File: config.mk
export PLATFORM = sky130hd
export DESIGN_NAME = uart_tx_serializer_flat
export DESIGN_NICKNAME = d
export VERILOG_FILES = /design/src/rtl/uart_pkg.sv /design/src/rtl/uart_tx_serializer_if.sv /design/src/rtl/uart_baud_tick.sv /design/src/rtl/uart_tx_serializer.sv /design/src/flat_wrapper.sv
export SDC_FILE = /design/constraint.sdc
export NUM_CORES = 1
export LEC_CHECK = 0
export ABC_AREA = 1
export BUFFER_PORTS_ARGS = -buffer_cell sky130_fd_sc_hd__clkbuf_2
export CORE_MARGIN = 1
export CORE_UTILIZATION = 45
export CTS_CLUSTER_SIZE = 28
export DETAILED_ROUTE_END_ITERATION = 16
export PLACE_DENSITY = 0.74
export RECOVER_POWER = 25
export SYNTH_ARGS = -nofsm -noshare
export SYNTH_HDL_FRONTEND = slang
export SYNTH_SLANG_ARGS = --single-unit
File: constraint.sdc
create_clock -name clk -period 1.85 [get_ports clk]
set_input_delay 0.0925 -clock clk [delete_from_list [all_inputs] [get_ports clk]]
set_output_delay 0.0925 -clock clk [all_outputs]
set_load 0.1 [all_outputs]
File: src/rtl/uart_pkg.sv
// Shared UART definitions: default widths, line levels and the TX state encoding.
// The PARITY state exists only when UART_TX_PARITY_EN is defined.
package uart_pkg;

   localparam int DEF_DATA_WIDTH = 8;
   localparam int DEF_DIV_WIDTH  = 16;

   localparam logic IDLE_LEVEL  = 1'b1;
   localparam logic START_LEVEL = 1'b0;

   typedef enum logic [2:0] {
      ST_IDLE,
      ST_FETCH,
      ST_START,
      ST_DATA,
`ifdef UART_TX_PARITY_EN
      ST_PARITY,
`endif
      ST_STOP
   } tx_state_e;

endpackage

File: src/rtl/uart_tx_serializer_if.sv
// Read handshake between the UART TX FIFO (slave) and the serializer (master).
interface uart_tx_serializer_if #(
   parameter int DATA_WIDTH = 8
);
   logic                  fifo_empty;
   logic                  fifo_read_enable;
   logic                  fifo_read_ack;
   logic [DATA_WIDTH-1:0] fifo_data;

   modport master (
      output fifo_read_enable,
      input  fifo_empty,
      input  fifo_read_ack,
      input  fifo_data
   );

   modport slave (
      input  fifo_read_enable,
      output fifo_empty,
      output fifo_read_ack,
      output fifo_data
   );
endinterface

File: src/rtl/uart_baud_tick.sv
// Loadable baud down-counter: bit_end pulses every div+1 enabled cycles.
// The divisor is captured on load so later changes wait for the next load.
module uart_baud_tick #(
   parameter int DIV_WIDTH = 16
) (
   input  logic                 clk,
   input  logic                 resetn,
   input  logic                 load,
   input  logic                 en,
   input  logic [DIV_WIDTH-1:0] div,
   output logic                 bit_end
);

   logic [DIV_WIDTH-1:0] div_q, div_d;
   logic [DIV_WIDTH-1:0] cnt_q, cnt_d;

   assign bit_end = en & (cnt_q == '0);

   always_comb begin
      div_d = div_q;
      cnt_d = cnt_q;
      if (load) begin
         div_d = div;
         cnt_d = div;
      end else if (bit_end) begin
         cnt_d = div_q;
      end else if (en) begin
         cnt_d = cnt_q - DIV_WIDTH'(1);
      end
   end

   always_ff @(posedge clk or negedge resetn) begin
      if (!resetn) begin
         div_q <= '0;
         cnt_q <= '0;
      end else begin
         div_q <= div_d;
         cnt_q <= cnt_d;
      end
   end

endmodule

File: src/rtl/uart_tx_serializer.sv
// UART transmit serializer: fetches one FIFO word per frame and shifts it out LSB-first.
// Define UART_TX_PARITY_EN to add the parity_en/parity_odd inputs and the parity bit.
module uart_tx_serializer
   import uart_pkg::*;
#(
   parameter int DATA_WIDTH = DEF_DATA_WIDTH,
   parameter int DIV_WIDTH  = DEF_DIV_WIDTH
) (
   input  logic                 clk,
   input  logic                 resetn,
   input  logic                 tx_enable,
   input  logic [DIV_WIDTH-1:0] baud_div,
   input  logic                 stop_bits2,
`ifdef UART_TX_PARITY_EN
   input  logic                 parity_en,
   input  logic                 parity_odd,
`endif
   uart_tx_serializer_if.master fifo_if,
   output logic                 tx,
   output logic                 busy,
   output logic                 tx_done
);

   // state  | meaning
   // IDLE   | line high, waiting for tx_enable and a non-empty FIFO
   // FETCH  | read issued; lets the request cycle pass, then expects the ack
   // START  | start bit
   // DATA   | data bits, LSB first
   // PARITY | parity bit (parity build only)
   // STOP   | one or two stop bits, then chain to the next word or go idle

   localparam int IDX_W = (DATA_WIDTH > 1) ? $clog2(DATA_WIDTH) : 1;
   localparam logic [IDX_W-1:0] LAST_IDX = IDX_W'(DATA_WIDTH - 1);

   tx_state_e             state_q, state_d;
   logic [DATA_WIDTH-1:0] shift_q, shift_d;
   logic [IDX_W-1:0]      bit_idx_q, bit_idx_d;
   logic                  stop2_q, stop2_d;
   logic                  tx_q, tx_d;
   logic                  busy_q, busy_d;
   logic                  done_q, done_d;
   logic                  rd_en_q, rd_en_d;
`ifdef UART_TX_PARITY_EN
   logic                  par_en_q, par_en_d;
   logic                  par_bit_q, par_bit_d;
`endif

   logic start_ok;
   logic fetch_hit;
   logic tick_en;
   logic bit_end;

   assign start_ok  = tx_enable & ~fifo_if.fifo_empty;
   assign fetch_hit = (state_q == ST_FETCH) & ~rd_en_q & fifo_if.fifo_read_ack;
   assign tick_en   = (state_q != ST_IDLE) & (state_q != ST_FETCH);

   uart_baud_tick #(.DIV_WIDTH(DIV_WIDTH)) u_baud (
      .clk     (clk),
      .resetn  (resetn),
      .load    (fetch_hit),
      .en      (tick_en),
      .div     (baud_div),
      .bit_end (bit_end)
   );

   always_comb begin
      state_d   = state_q;
      shift_d   = shift_q;
      bit_idx_d = bit_idx_q;
      stop2_d   = stop2_q;
      tx_d      = tx_q;
      busy_d    = busy_q;
      done_d    = 1'b0;
      rd_en_d   = 1'b0;
`ifdef UART_TX_PARITY_EN
      par_en_d  = par_en_q;
      par_bit_d = par_bit_q;
`endif
      case (state_q)
         ST_IDLE: begin
            tx_d = IDLE_LEVEL;
            if (start_ok) begin
               rd_en_d = 1'b1;
               busy_d  = 1'b1;
               state_d = ST_FETCH;
            end
         end
         ST_FETCH: begin
            // the ack is due one cycle after the request, never during it
            if (!rd_en_q) begin
               if (fifo_if.fifo_read_ack) begin
                  shift_d   = fifo_if.fifo_data;
                  stop2_d   = stop_bits2;
                  bit_idx_d = '0;
                  tx_d      = START_LEVEL;
                  state_d   = ST_START;
`ifdef UART_TX_PARITY_EN
                  par_en_d  = parity_en;
                  par_bit_d = (^fifo_if.fifo_data) ^ parity_odd;
`endif
               end else begin
                  busy_d  = 1'b0;
                  state_d = ST_IDLE;
               end
            end
         end
         ST_START: begin
            if (bit_end) begin
               tx_d    = shift_q[0];
               state_d = ST_DATA;
            end
         end
         ST_DATA: begin
            if (bit_end) begin
               shift_d = shift_q >> 1;
               if (bit_idx_q == LAST_IDX) begin
                  bit_idx_d = '0;
                  tx_d      = IDLE_LEVEL;
                  state_d   = ST_STOP;
`ifdef UART_TX_PARITY_EN
                  if (par_en_q) begin
                     tx_d    = par_bit_q;
                     state_d = ST_PARITY;
                  end
`endif
               end else begin
                  bit_idx_d = bit_idx_q + IDX_W'(1);
                  tx_d      = shift_d[0];
               end
            end
         end
`ifdef UART_TX_PARITY_EN
         ST_PARITY: begin
            if (bit_end) begin
               tx_d    = IDLE_LEVEL;
               state_d = ST_STOP;
            end
         end
`endif
         ST_STOP: begin
            if (bit_end) begin
               if (stop2_q && (bit_idx_q == '0)) begin
                  bit_idx_d = IDX_W'(1);
               end else begin
                  bit_idx_d = '0;
                  done_d    = 1'b1;
                  // chaining straight into FETCH gives the 2-cycle inter-frame gap
                  if (start_ok) begin
                     rd_en_d = 1'b1;
                     state_d = ST_FETCH;
                  end else begin
                     busy_d  = 1'b0;
                     state_d = ST_IDLE;
                  end
               end
            end
         end
         default: begin
            tx_d    = IDLE_LEVEL;
            busy_d  = 1'b0;
            state_d = ST_IDLE;
         end
      endcase
   end

   always_ff @(posedge clk or negedge resetn) begin
      if (!resetn) begin
         state_q   <= ST_IDLE;
         shift_q   <= '0;
         bit_idx_q <= '0;
         stop2_q   <= 1'b0;
         tx_q      <= IDLE_LEVEL;
         busy_q    <= 1'b0;
         done_q    <= 1'b0;
         rd_en_q   <= 1'b0;
`ifdef UART_TX_PARITY_EN
         par_en_q  <= 1'b0;
         par_bit_q <= 1'b0;
`endif
      end else begin
         state_q   <= state_d;
         shift_q   <= shift_d;
         bit_idx_q <= bit_idx_d;
         stop2_q   <= stop2_d;
         tx_q      <= tx_d;
         busy_q    <= busy_d;
         done_q    <= done_d;
         rd_en_q   <= rd_en_d;
`ifdef UART_TX_PARITY_EN
         par_en_q  <= par_en_d;
         par_bit_q <= par_bit_d;
`endif
      end
   end

   assign tx                       = tx_q;
   assign busy                     = busy_q;
   assign tx_done                  = done_q;
   assign fifo_if.fifo_read_enable = rd_en_q;

endmodule

File: src/flat_wrapper.sv
// flat-port wrapper written by rule: the top's interface ports become plain ports
module uart_tx_serializer_flat import uart_pkg::*;
#(
   parameter int DATA_WIDTH = DEF_DATA_WIDTH,
   parameter int DIV_WIDTH  = DEF_DIV_WIDTH
)
  (clk, resetn, tx_enable, baud_div, stop_bits2, tx, busy, tx_done, fifo_if_fifo_read_enable, fifo_if_fifo_empty, fifo_if_fifo_read_ack, fifo_if_fifo_data);
  uart_tx_serializer_if #(.DATA_WIDTH(DATA_WIDTH)) fifo_if_i ();
  input  logic clk;
  input  logic resetn;
  input  logic tx_enable;
  input  logic [DIV_WIDTH-1:0] baud_div;
  input  logic stop_bits2;
  output logic tx;
  output logic busy;
  output logic tx_done;
  output wire logic [$bits(fifo_if_i.fifo_read_enable)-1:0] fifo_if_fifo_read_enable;
  input wire logic [$bits(fifo_if_i.fifo_empty)-1:0] fifo_if_fifo_empty;
  input wire logic [$bits(fifo_if_i.fifo_read_ack)-1:0] fifo_if_fifo_read_ack;
  input wire logic [$bits(fifo_if_i.fifo_data)-1:0] fifo_if_fifo_data;
  assign fifo_if_fifo_read_enable = fifo_if_i.fifo_read_enable;
  assign fifo_if_i.fifo_empty = fifo_if_fifo_empty;
  assign fifo_if_i.fifo_read_ack = fifo_if_fifo_read_ack;
  assign fifo_if_i.fifo_data = fifo_if_fifo_data;
  uart_tx_serializer #(.DATA_WIDTH(DATA_WIDTH), .DIV_WIDTH(DIV_WIDTH)) u_core (.clk(clk), .resetn(resetn), .tx_enable(tx_enable), .baud_div(baud_div), .stop_bits2(stop_bits2), .fifo_if(fifo_if_i), .tx(tx), .busy(busy), .tx_done(tx_done));
endmodule
; After elaboration in Yosys (flattened, before gate mapping)
; Cells that the tools add are included.
[word_totals]
register_bits = 51
inputBits = 30
[op_classes]
addsub = 2
n_eq_ne = 16
mux = 44
bitwise = 9
reduce_logical = 15
[ops]
columns = op, n
row1 = 2-to-1 mux 16 bit, 3
row2 = 2-to-1 mux 3 bit, 12
row3 = 2-to-1 mux 8 bit, 3
row4 = 2-to-1 mux 1 bit, 19
row5 = logical NOT 16 bit, 1
row6 = case mux 8 bit (2 select lines), 1
row7 = subtractor 16 x 1 -> 16 bit (second input constant), 1
row8 = case mux 3 bit (5 select lines), 1
row9 = AND reduction 7 bit, 2
row10 = inequality test 2 x 1 -> 1 bit (second input constant), 5
row11 = inequality test 2 bit (second input constant), 5
row12 = AND reduction 5 bit, 2
row13 = case mux 3 bit (3 select lines), 1
row14 = nonzero test 3 bit, 3
row15 = case mux 1 bit (4 select lines), 2
row16 = == test 3 x 2 -> 1 bit (second input constant), 2
row17 = == test 3 bit (second input constant), 2
row18 = logical NOT 3 bit, 2
row19 = AND 1 bit, 5
row20 = NOT 1 bit, 4
row21 = AND reduction 4 bit, 1
row22 = adder 3 x 1 -> 3 bit (second input constant), 1
row23 = == test 3 x 1 -> 1 bit (second input constant), 1
row24 = inequality test 3 x 1 -> 1 bit (second input constant), 1
row25 = 6 further kinds, 6

; Logic depth before layout (Yosys ltp)
; Gate-level depths: netlist (run 1).
[depth]
word_depth = 6
mapped_depth = 13

; Hierarchy
; Synthesis (run 1) repeated with hierarchy kept, for this count alone.
[hier_totals]
hier_cells = 426
area_unflattened_um2 = 3079.2
[modules_own_cells]
columns = module, instances, cells_per_inst, area_each_um2, seq_area_each_um2
row1 = uart_baud_tick, 1, 260, 1920.6, 800.8
row2 = uart_tx_serializer, 1, 166, 1158.6, 476.7

; Worst setup path after synthesis (run 1)
; No wires, ideal clock.
[synth_timing]
path_kind = register to register
from = reg u_core.rd_en_q (netlist: u_core.fifo_if.fifo_read_enable)
to = reg u_core.shift_q[5]
arrival_ns = 1.745
required_time_ns = 1.733
setup_slack_ns = -0.013
path_stages_with_launch = 11
path_buffers = 1
path_cell_list = dfrtp_1 > inv_1 > nand2_1 > nand2_1 > nand3_1 > inv_2 > nand2_4 > clkinv_2 > buf_6 > nand2_1 > o21ai_2
[synth_via]
elab_chain_len = 2
[synth_rtl]
columns = element, line_no
row1 = "start, declared", uart_tx_serializer.sv:42  ; logic rd_en_q, rd_en_d;
row2 = "start signal, assigned", uart_tx_serializer.sv:188  ; rd_en_q <= rd_en_d;
row3 = inequality test 2 bit (no source line), -
row4 = AND reduction 4 bit (no source line), -
row5 = "end signal, assigned", uart_tx_serializer.sv:182  ; shift_q <= shift_d;
row6 = "end, declared", uart_tx_serializer.sv:36  ; logic [DATA_WIDTH-1:0] shift_q, shift_d;
; Every way passes these cells.
; A chain may end at the register's enable or synchronous reset.

; Worst setup path in the final report (run 1)
[layout_timing]
from = reg u_core.state_q[1]
to = reg u_core.u_baud.cnt_q[11]
[layout_via]
elab_chain_len = 5
elab_cells_between_ends = 10
cone_classes = 2 x eq/ne / 2 x mux / 4 x bitwise / 2 x reduce/logical
[layout_rtl]
columns = element, line_no
row1 = "start, declared", uart_tx_serializer.sv:35  ; tx_state_e state_q, state_d;
row2 = "start signal, assigned", uart_tx_serializer.sv:181  ; state_q <= state_d;
row3 = inequality test 3 x 1 -> 1 bit / nonzero test 3 bit (equally long branches), uart_tx_serializer.sv:55  ; assign tick_en = (state_q != ST_IDLE) & (state_q != ST_FETCH);
row4 = AND 1 bit, uart_tx_serializer.sv:55
row5 = AND 1 bit, uart_baud_tick.sv:17  ; assign bit_end = en & (cnt_q == '0);
row6 = 2-to-1 mux 16 bit, uart_baud_tick.sv:25  ; end else if (bit_end) begin
row7 = 2-to-1 mux 16 bit, uart_baud_tick.sv:22  ; if (load) begin
row8 = "end signal, assigned", uart_baud_tick.sv:38  ; cnt_q <= cnt_d;
row9 = "end, declared", uart_baud_tick.sv:15  ; logic [DIV_WIDTH-1:0] cnt_q, cnt_d;
; Parallel ways exist; a longest one is shown, timed or not.

==> impl_metrics.py, run 1 <==
metrics = {
    "sta": {
        "hold_viol": 0,
        "slew_headroom_pct": 55.0,
        "setup_violations": 0,
        "worst_slew_pin_slew_ns": 0.675,
        "max_freq_mhz": 592,
        "finalCritPeriodShare_pct": 91.4,
        "fin_ws_ns": 0.159,
        "slew_viol_final": 0,
        "grt_setup_unrepaired": "no",
        "tns_ns": 0,
        "clock_skew_ns": 0.00619,
        "hold_slack_ns": 0.00807,
        "fin_crit_ns": 1.69,
    },
    "hold_path": {
        "hold_path_end": "u_core.u_baud.div_q[6]$_DFFE_PN0P_",
        "worstHoldPathType": "in -> reg",
        "hold_start": "baud_div[6]",
        "hold_depth": 3,
    },
    "cells_and_area": {
        "nFillCells": 642,
        "area_growth_pct": 16.6,
        "antenna_cells": 0,
        "fin_nets": 535,
        "final_cell_mix": "nand2_1 (133), inv_1 (61), dfrtp_1 (49)",
        "drive_above_1_share_pct": 17.8,
        "final_common_cell": "nand2_1",
        "instances_no_fill": 578,
    },
    "critical_path": {
        "path_buf_inv": 3,
        "cp_common_cell": "inv_2",
        "cp.required_ns": 2.08,
        "slowest_delay_ns": 0.48,
        "critical_path_arrival_ns": 1.92,
        "crit_fanout": 22,
        "end_kind": "register",
        "criticalPathCategory": "reg -> reg",
        "cp_slowest_cell": "dfrtp_1",
        "r2r_end": "u_core.u_baud.cnt_q[11]$_DFFE_PN0P_",
        "r2r-start": "u_core.state_q[1]$_DFFE_PN0P_",
        "cp_top_family": "flip-flops",
        "reg2reg_setup_slack_ns": 0.16,
        "startpoint_type": "register",
        "r2r.worst_path.cells": 8,
        "crit_path_cell_trace": "nor2_2, nand2_2, nor2_4, inv_2, buf_4, o21ai_1, inv_2, a21oi_1",
    },
    "global_routing": {
        "grtUsageTotal_pct": 20.7,
        "grt_first_pass_wirelength_um": 12000,
        "grt_pass1_vias": 2796,
        "grt_use_met1_pct": 25.6,
        "overflow": 0,
        "grt_max_degree": 33,
        "antenna_found_initial": 0,
        "grt.busiest_layer": "met2",
        "met2_usage_pct": 36.0,
        "grt_util_met3_pct": 3.99,
    },
    "yosys": {
        "synth_nets": 485,
        "synthDominantCellAreaShare_pct": 40.4,
        "synth_warnings": 0,
        "synthTopCellsByArea": "dfrtp_1 (40%), nand2_1 (16%), inv_1 (7.4%), nand3_1 (6.1%), nor2_1 (5.3%)",
        "synth_top_cell_by_area": "dfrtp_1",
        "ys_seq_area_share_pct": 41.2,
        "syn_area_per_cell_um2": 6.89,
        "synth_seq_cells": 51,
        "synth_area_um2": 3100,
        "synth.distinct_cells": 31,
        "syn-instance-count": 450,
    },
    "die": {
        "fp.dieArea_um2": 7220,
        "chipHeight_um": 85.0,
        "ios": 34,
        "die_x_um": 85.0,
        "start_util_pct": 47.7,
        "coreArea_um2": 6490,
        "row_count": 29,
    },
    "placement": {
        "place.port_buffers": 33,
        "dp.cells": 565,
        "pre_cts_slack_ns": 0.0876,
        "gp_congestion": 0.925,
        "hpwl_um": 5160,
    },
    "clock_tree": {
        "clkTransAtPathRegs_ns": 0.09,
        "ctsRootBufferMaster": "clkbuf_8",
        "cts_buffers": 5,
        "cts_tree": "built",
        "clk_path_buf_depth": 2,
        "clkLatencyLatePin_ns": 0.31,
        "cts_max_level": 2,
        "cts_sinks": 51,
    },
    "pwr": {
        "pwr-share-comb_pct": 52.2,
        "p_leak_nw": 1.93,
        "power.internal_mw": 3.16,
        "vdd_drop_max_uv": 882,
        "p_switching_mw": 2.72,
        "totalPowerFinal_mw": 5.88,
        "clkPwrFrac_pct": 13.9,
        "power_density_nw_per_um2": 1630,
        "switching_share_pct": 46.3,
        "power.share.sequential_pct": 33.9,
    },
    "drt": {
        "route.detailed.drc": 0,
        "wl_per_cell_um": 11.9,
        "routed-via-count": 3008,
        "via_per_inst": 5.20,
        "drtAntennaViolNets": 0,
        "drt_iter0_markers": 181,
        "dr.pass1.iters": 4,
        "finalWirelength_um": 6900,
    },
    "run": {
        "cap_violations": 0,
    },
    "outcome": {
        "outcome": "complete, no violations",
    },
}
[cell families (layout without fill, tap and decap cells)]
logic type,after synthesis,in the layout,synth area share (%)
AND/OR/NAND/NOR,245,245,34.5
flip-flops,51,51,41.2
AO/OA/AOI/OAI,63,63,10.8
buffers and inverters,83,134,10.7
adder cells (fa/ha/maj),5,5,2.02
XOR/XNOR,3,3,0.848
[per-layer routing]
| layer | vias to the layer above | routed length, µm |
|---|---|---|
| li1 | 1514 | - |
| met1 | 1385 | 3040 |
| met2 | 97 | 3380 |
| met3 | 12 | 377 |
| met4 | 0 | 104 |
| met5 | - | 0 |
[flip-flops by register name, summed over array words and instances (netlist names)]
name / cells
u_core.u_baud.cnt_q: 16
u_core.shift_q: 8
u_core.fifo_if.fifo_read_enable: 1
u_core.u_baud.div_q: 16
u_core.tx: 1
u_core.state_q: 3
u_core.stop2_q: 1
u_core.tx_done: 1
u_core.bit_idx_q: 3
u_core.busy: 1
[cell usage after synthesis]
library cell and n:
nand2_4 1, nand2_1 133, buf_6 1, nor2_4 2
nor2_1 44, nand3_4 1, clkinv_2 1, o21ai_0 31
nand4_1 11, nand3b_1 1, clkbuf_1 2, nor2_2 4
inv_1 61, dfrtp_1 50, ha_1 5, nand3_1 38
o21bai_1 1, nand2_2 5, o21ai_1 12, nor3_2 1
dfstp_2 1, a21oi_1 14, clkbuf_2 1, buf_2 7
xor2_1 1, inv_2 10, o21ai_2 2, nor3_1 4
a21oi_2 2, o22ai_1 1, xnor2_1 2
[stage by stage]
| step | utilization, % | instance area (µm²) |
|---|---|---|
| 3_5_place_dp | 52.9 | 3440 |
| 5_1_grt | 55.6 | 3610 |
| 3_3_place_gp | 52.9 | 3440 |
| 4_1_cts | 55.3 | 3590 |
| 2_1_floorplan | - | 3100 |
| 6_report | 55.6 | 3610 |
[worst max-delay path by stage]
stage	from	endpoint	slack [ns]	depth (start not counted)
floorplan	u_core.fifo_if.fifo_read_enable$_DFF_PN0_	u_core.u_baud.cnt_q[0]$_DFFE_PN0P_	0.20	8
global placement	u_core.u_baud.cnt_q[1]$_DFFE_PN0P_	u_core.state_q[0]$_DFFE_PN0P_	0.19	11
detailed placement	u_core.u_baud.cnt_q[1]$_DFFE_PN0P_	u_core.state_q[1]$_DFFE_PN0P_	0.09	11
CTS	u_core.u_baud.cnt_q[1]$_DFFE_PN0P_	u_core.state_q[1]$_DFFE_PN0P_	0.07	11
global route	u_core.u_baud.cnt_q[0]$_DFFE_PN0P_	u_core.state_q[0]$_DFFE_PN0P_	0.004	11
finish	u_core.state_q[1]$_DFFE_PN0P_	u_core.u_baud.cnt_q[11]$_DFFE_PN0P_	0.16	8
[worst register-to-register path: cells and delay by family, from the launching register on]
family	cells	cell delay, ns
AOI/OAI and AO/OA	2	0.30
buffers and inverters	3	0.39
DFF	1	0.48
and+or+nand+nor	3	0.45
[power by group through the flow]
stage	Clock, mW	Combinational [mW]	Sequential, mW
final	0.815	3.07	1.99
after floorplan	0	2.23	2.06
after detailed placement	0	3.04	2.00
after CTS	0.844	3.06	1.98
after global placement	0	2.95	1.99
after global routing	0.877	3.54	2.04
[repair_timing]
item | CTS | global route
hold buffers | 4 | 0
hold endpoints to repair | 13 | 0
setup buffers | 0 | 1
setup endpoints to repair | 0 | 19
gates resized for setup | 0 | 4
[cell type report]
cell class,instances,area [µm²],area share [%]
Clock buffer,6,82.6,2.29
Clock inverter,2,35.0,0.970
Inverter,72,273,7.55
Multi-Input combinational cell,316,1510,41.7
Sequential cell,51,1280,35.4
Tap cell,77,96.3,2.67
Timing Repair Buffer,54,342,9.45
Note: power is estimated with default switching activity, not from simulation.
==> inputs of run 2 (changes only) <==
- ABC_AREA: 1 -> 0
==> run 2 against run 1 <==
  * The run now ends with negative setup slack left
  * Total power shrank 67%
  * Clock skew grew 0.00078 ns
  * Die area shrank 12%
  * Global-route usage grew 4.1 points
  * Core utilization grew 9.6 points
  * Routed wire length grew 6.1%
  * Synthesized cell count shrank 33%
  * Hold slack lost 0.0063 ns
  * Critical path depth grew 1
  * Critical path type unchanged
==> impl_metrics.py, run 2 <==
metrics = {
    "pwr": {
        "power_density_nw_per_um2": 517,
        "vdd_drop_max_uv": 326,
        "p_leak_nw": 1.69,
        "totalPowerFinal_mw": 1.91,
    },
    "sta": {
        "hold_slack_ns": 0.00182,
        "clock_skew_ns": 0.00697,
        "fin_ws_ns": -0.139,
        "finalCritPeriodShare_pct": 108,
        "slew_headroom_pct": 53.9,
        "hold_viol": 0,
        "slew_viol_final": 0,
        "worst_slew_pin_slew_ns": 0.691,
        "fin_crit_ns": 1.99,
        "grt_setup_unrepaired": "yes",
        "max_freq_mhz": 503,
        "setup_violations": 26,
    },
    "clock_tree": {
        "clk_path_buf_depth": 2,
        "clkLatencyLatePin_ns": 0.31,
        "cts_tree": "built",
        "ctsRootBufferMaster": "clkbuf_8",
        "cts_buffers": 5,
        "cts_max_level": 2,
        "cts_sinks": 51,
        "clkTransAtPathRegs_ns": 0.09,
    },
    "critical_path": {
        "crit_fanout": 11,
        "slowest_delay_ns": 0.39,
        "startpoint_type": "register",
        "reg2reg_setup_slack_ns": -0.14,
        "critical_path_arrival_ns": 2.19,
        "criticalPathCategory": "reg -> reg",
        "end_kind": "register",
        "crit_path_cell_trace": "inv_2, buf_4, ha_1, nor4b_4, and4_4, nand4_1, buf_6, o22a_1, o21a_1",
        "cp_slowest_cell": "dfrtp_1",
        "cp.required_ns": 2.05,
    },
    "yosys": {
        "synth_seq_cells": 51,
        "synthDominantCellAreaShare_pct": 46.1,
        "synth.distinct_cells": 55,
        "synth_flop_cell": "dfrtp_1",
        "synthTopCellsByArea": "dfrtp_1 (46%), nand2_1 (9.5%), a21oi_1 (2.4%), ha_1 (2.3%), o22a_1 (2.3%)",
        "syn_area_per_cell_um2": 9.02,
        "synth_nets": 336,
        "yosys-top-cells-count": "nand2_1 (69), dfrtp_1 (50), nor2_1 (15), a21oi_1 (13)",
        "synth_warnings": 0,
        "yosysMostFrequentCell": "nand2_1",
        "async_reset_ff_share_pct": 100,
        "synth-edff-count": 0,
        "ys_seq_area_share_pct": 47.1,
        "syn-instance-count": 301,
        "synth_area_um2": 2720,
        "synth_top_cell_by_area": "dfrtp_1",
    },
    "cells_and_area": {
        "area_growth_pct": 36.3,
        "reg.largest.list": "u_core.u_baud.cnt_q x16, u_core.u_baud.div_q x16, u_core.shift_q x8",
        "instances_no_fill": 460,
        "seq_area_um2": 1280,
        "postLayoutCellArea_um2": 3700,
        "fin_nets": 422,
        "final_common_cell": "nand2_1",
        "final_cell_mix": "nand2_1 (66), dfrtp_1 (49), buf_4 (42)",
        "antenna_cells": 0,
        "nFillCells": 441,
        "drive_above_1_share_pct": 32.5,
        "multiInputGateArea_um2": 1500,
    },
    "hold_path": {
        "worstHoldPathType": "in -> reg",
    },
    "drt": {
        "dr.pass1.iters": 4,
        "via_per_inst": 5.71,
        "drtAntennaViolNets": 0,
        "wl_per_cell_um": 15.9,
        "route.detailed.drc": 0,
        "finalWirelength_um": 7320,
        "drt_iter0_markers": 244,
        "routed-via-count": 2627,
    },
    "global_routing": {
        "grt_max_degree": 29,
        "overflow": 0,
        "grt_first_pass_wirelength_um": 12200,
        "grt_pass1_vias": 2627,
        "grtUsageTotal_pct": 24.8,
        "antenna_found_initial": 0,
    },
    "outcome": {
        "outcome": "finished, violations left",
        "violations": "negative setup slack",
    },
    "die": {
        "row_count": 27,
        "chipHeight_um": 79.7,
        "start_util_pct": 47.8,
        "ios": 34,
        "fp.dieArea_um2": 6350,
        "coreArea_um2": 5680,
        "die_x_um": 79.7,
    },
    "placement": {
        "dp.cells": 437,
        "hpwl_um": 4940,
        "gp_congestion": 0.854,
        "post_dp_cell_area_um2": 3280,
        "pre_cts_slack_ns": -0.158,
        "place.port_buffers": 33,
    },
    "run": {
        "cap_violations": 0,
    },
}
==> run 2: cell count changes after synthesis, sizes merged, moves of 28 or more <==
| cell | previous run | this run |
|---|---|---|
| nor2 | 50 | 17 |
| nand3 | 39 | 11 |
| nand2 | 139 | 69 |
| o21ai | 45 | 11 |
| inv | 71 | 9 |
==> run 2: repair_timing <==
item	CTS	global route
buffers inserted	5	2
setup endpoints to repair	20	33
hold buffers	9	0
resized for setup	20	26
hold endpoints to repair	25	0
pin swaps	7	9
==> run 2: cell type report <==
type / count / share of cell area (%)
Multi-Input combinational cell: 226 / 40.6
Sequential cell: 51 / 34.6
Timing Repair Buffer: 94 / 18.7
Clock buffer: 8 / 2.71
Tap cell: 72 / 2.43
Inverter: 9 / 0.913
==> run 2: final timing paths <==
check | start | endpoint | cells past startpoint
max in group asynchronous | resetn | u_core.shift_q[2]$_DFFE_PN0P_ | 3
hold reg to reg | u_core.u_baud.div_q[3]$_DFFE_PN0P_ | u_core.u_baud.div_q[3]$_DFFE_PN0P_ | 2
setup reg to reg | u_core.u_baud.cnt_q[0]$_DFFE_PN0P_ | u_core.shift_q[2]$_DFFE_PN0P_ | 9
min in group asynchronous | resetn | u_core.u_baud.div_q[1]$_DFFE_PN0P_ | 2
hold / removal | baud_div[13] | u_core.u_baud.div_q[13]$_DFFE_PN0P_ | 3
setup / recovery | u_core.u_baud.cnt_q[0]$_DFFE_PN0P_ | u_core.shift_q[2]$_DFFE_PN0P_ | 9
==> run 2: worst max-delay path: cells and delay by family (launching register included) <==
kind	cells	cell delay, ns
flops	1	0.39
buf+inv	3	0.37
fa+ha+maj	1	0.14
simple gates	3	0.68
compound gates	2	0.28
==> run 2: through the flow <==
stage	TNS, ns	util [%]
3_5_place_dp	-0.581	57.8
3_3_place_gp	-0.227	57.8
5_1_grt	-4.42	65.2
2_1_floorplan	-0.165	-
6_report	-1.69	65.2
4_1_cts	-0.601	63.3
==> run 2: layer usage <==
metal  vias up  routed length (µm)  global-route usage [%]
met1      1275                3300                    33.2
li1       1254                   -                       -
met5         -                   0                       0
met2        85                3510                    40.1
met3        13                 383                    4.11
met4         0                 128                    9.09
==> run 2: cell families (layout without fill, tap and decap cells) <==
| family | after synthesis | after routing | share of synthesized area [%] |
|---|---|---|---|
| flops | 51 | 51 | 47.1 |
| fa+ha+maj | 5 | 5 | 2.30 |
| buf+inv | 24 | 111 | 3.92 |
| xor+xnor | 5 | 5 | 1.61 |
| mux | 1 | 1 | 0.369 |
| compound gates | 78 | 78 | 20.1 |
| simple gates | 137 | 137 | 24.7 |
==> run 2: where the power goes <==
group / internal, mW / leakage [nW] / total [mW] / switching [mW]
Clock: 0.342 / 0.0515 / 0.706 / 0.364
Combinational: 0.0401 / 0.984 / 0.0910 / 0.0509
Sequential: 1.11 / 0.655 / 1.12 / 0.000992
Total: 1.50 / 1.69 / 1.91 / 0.416
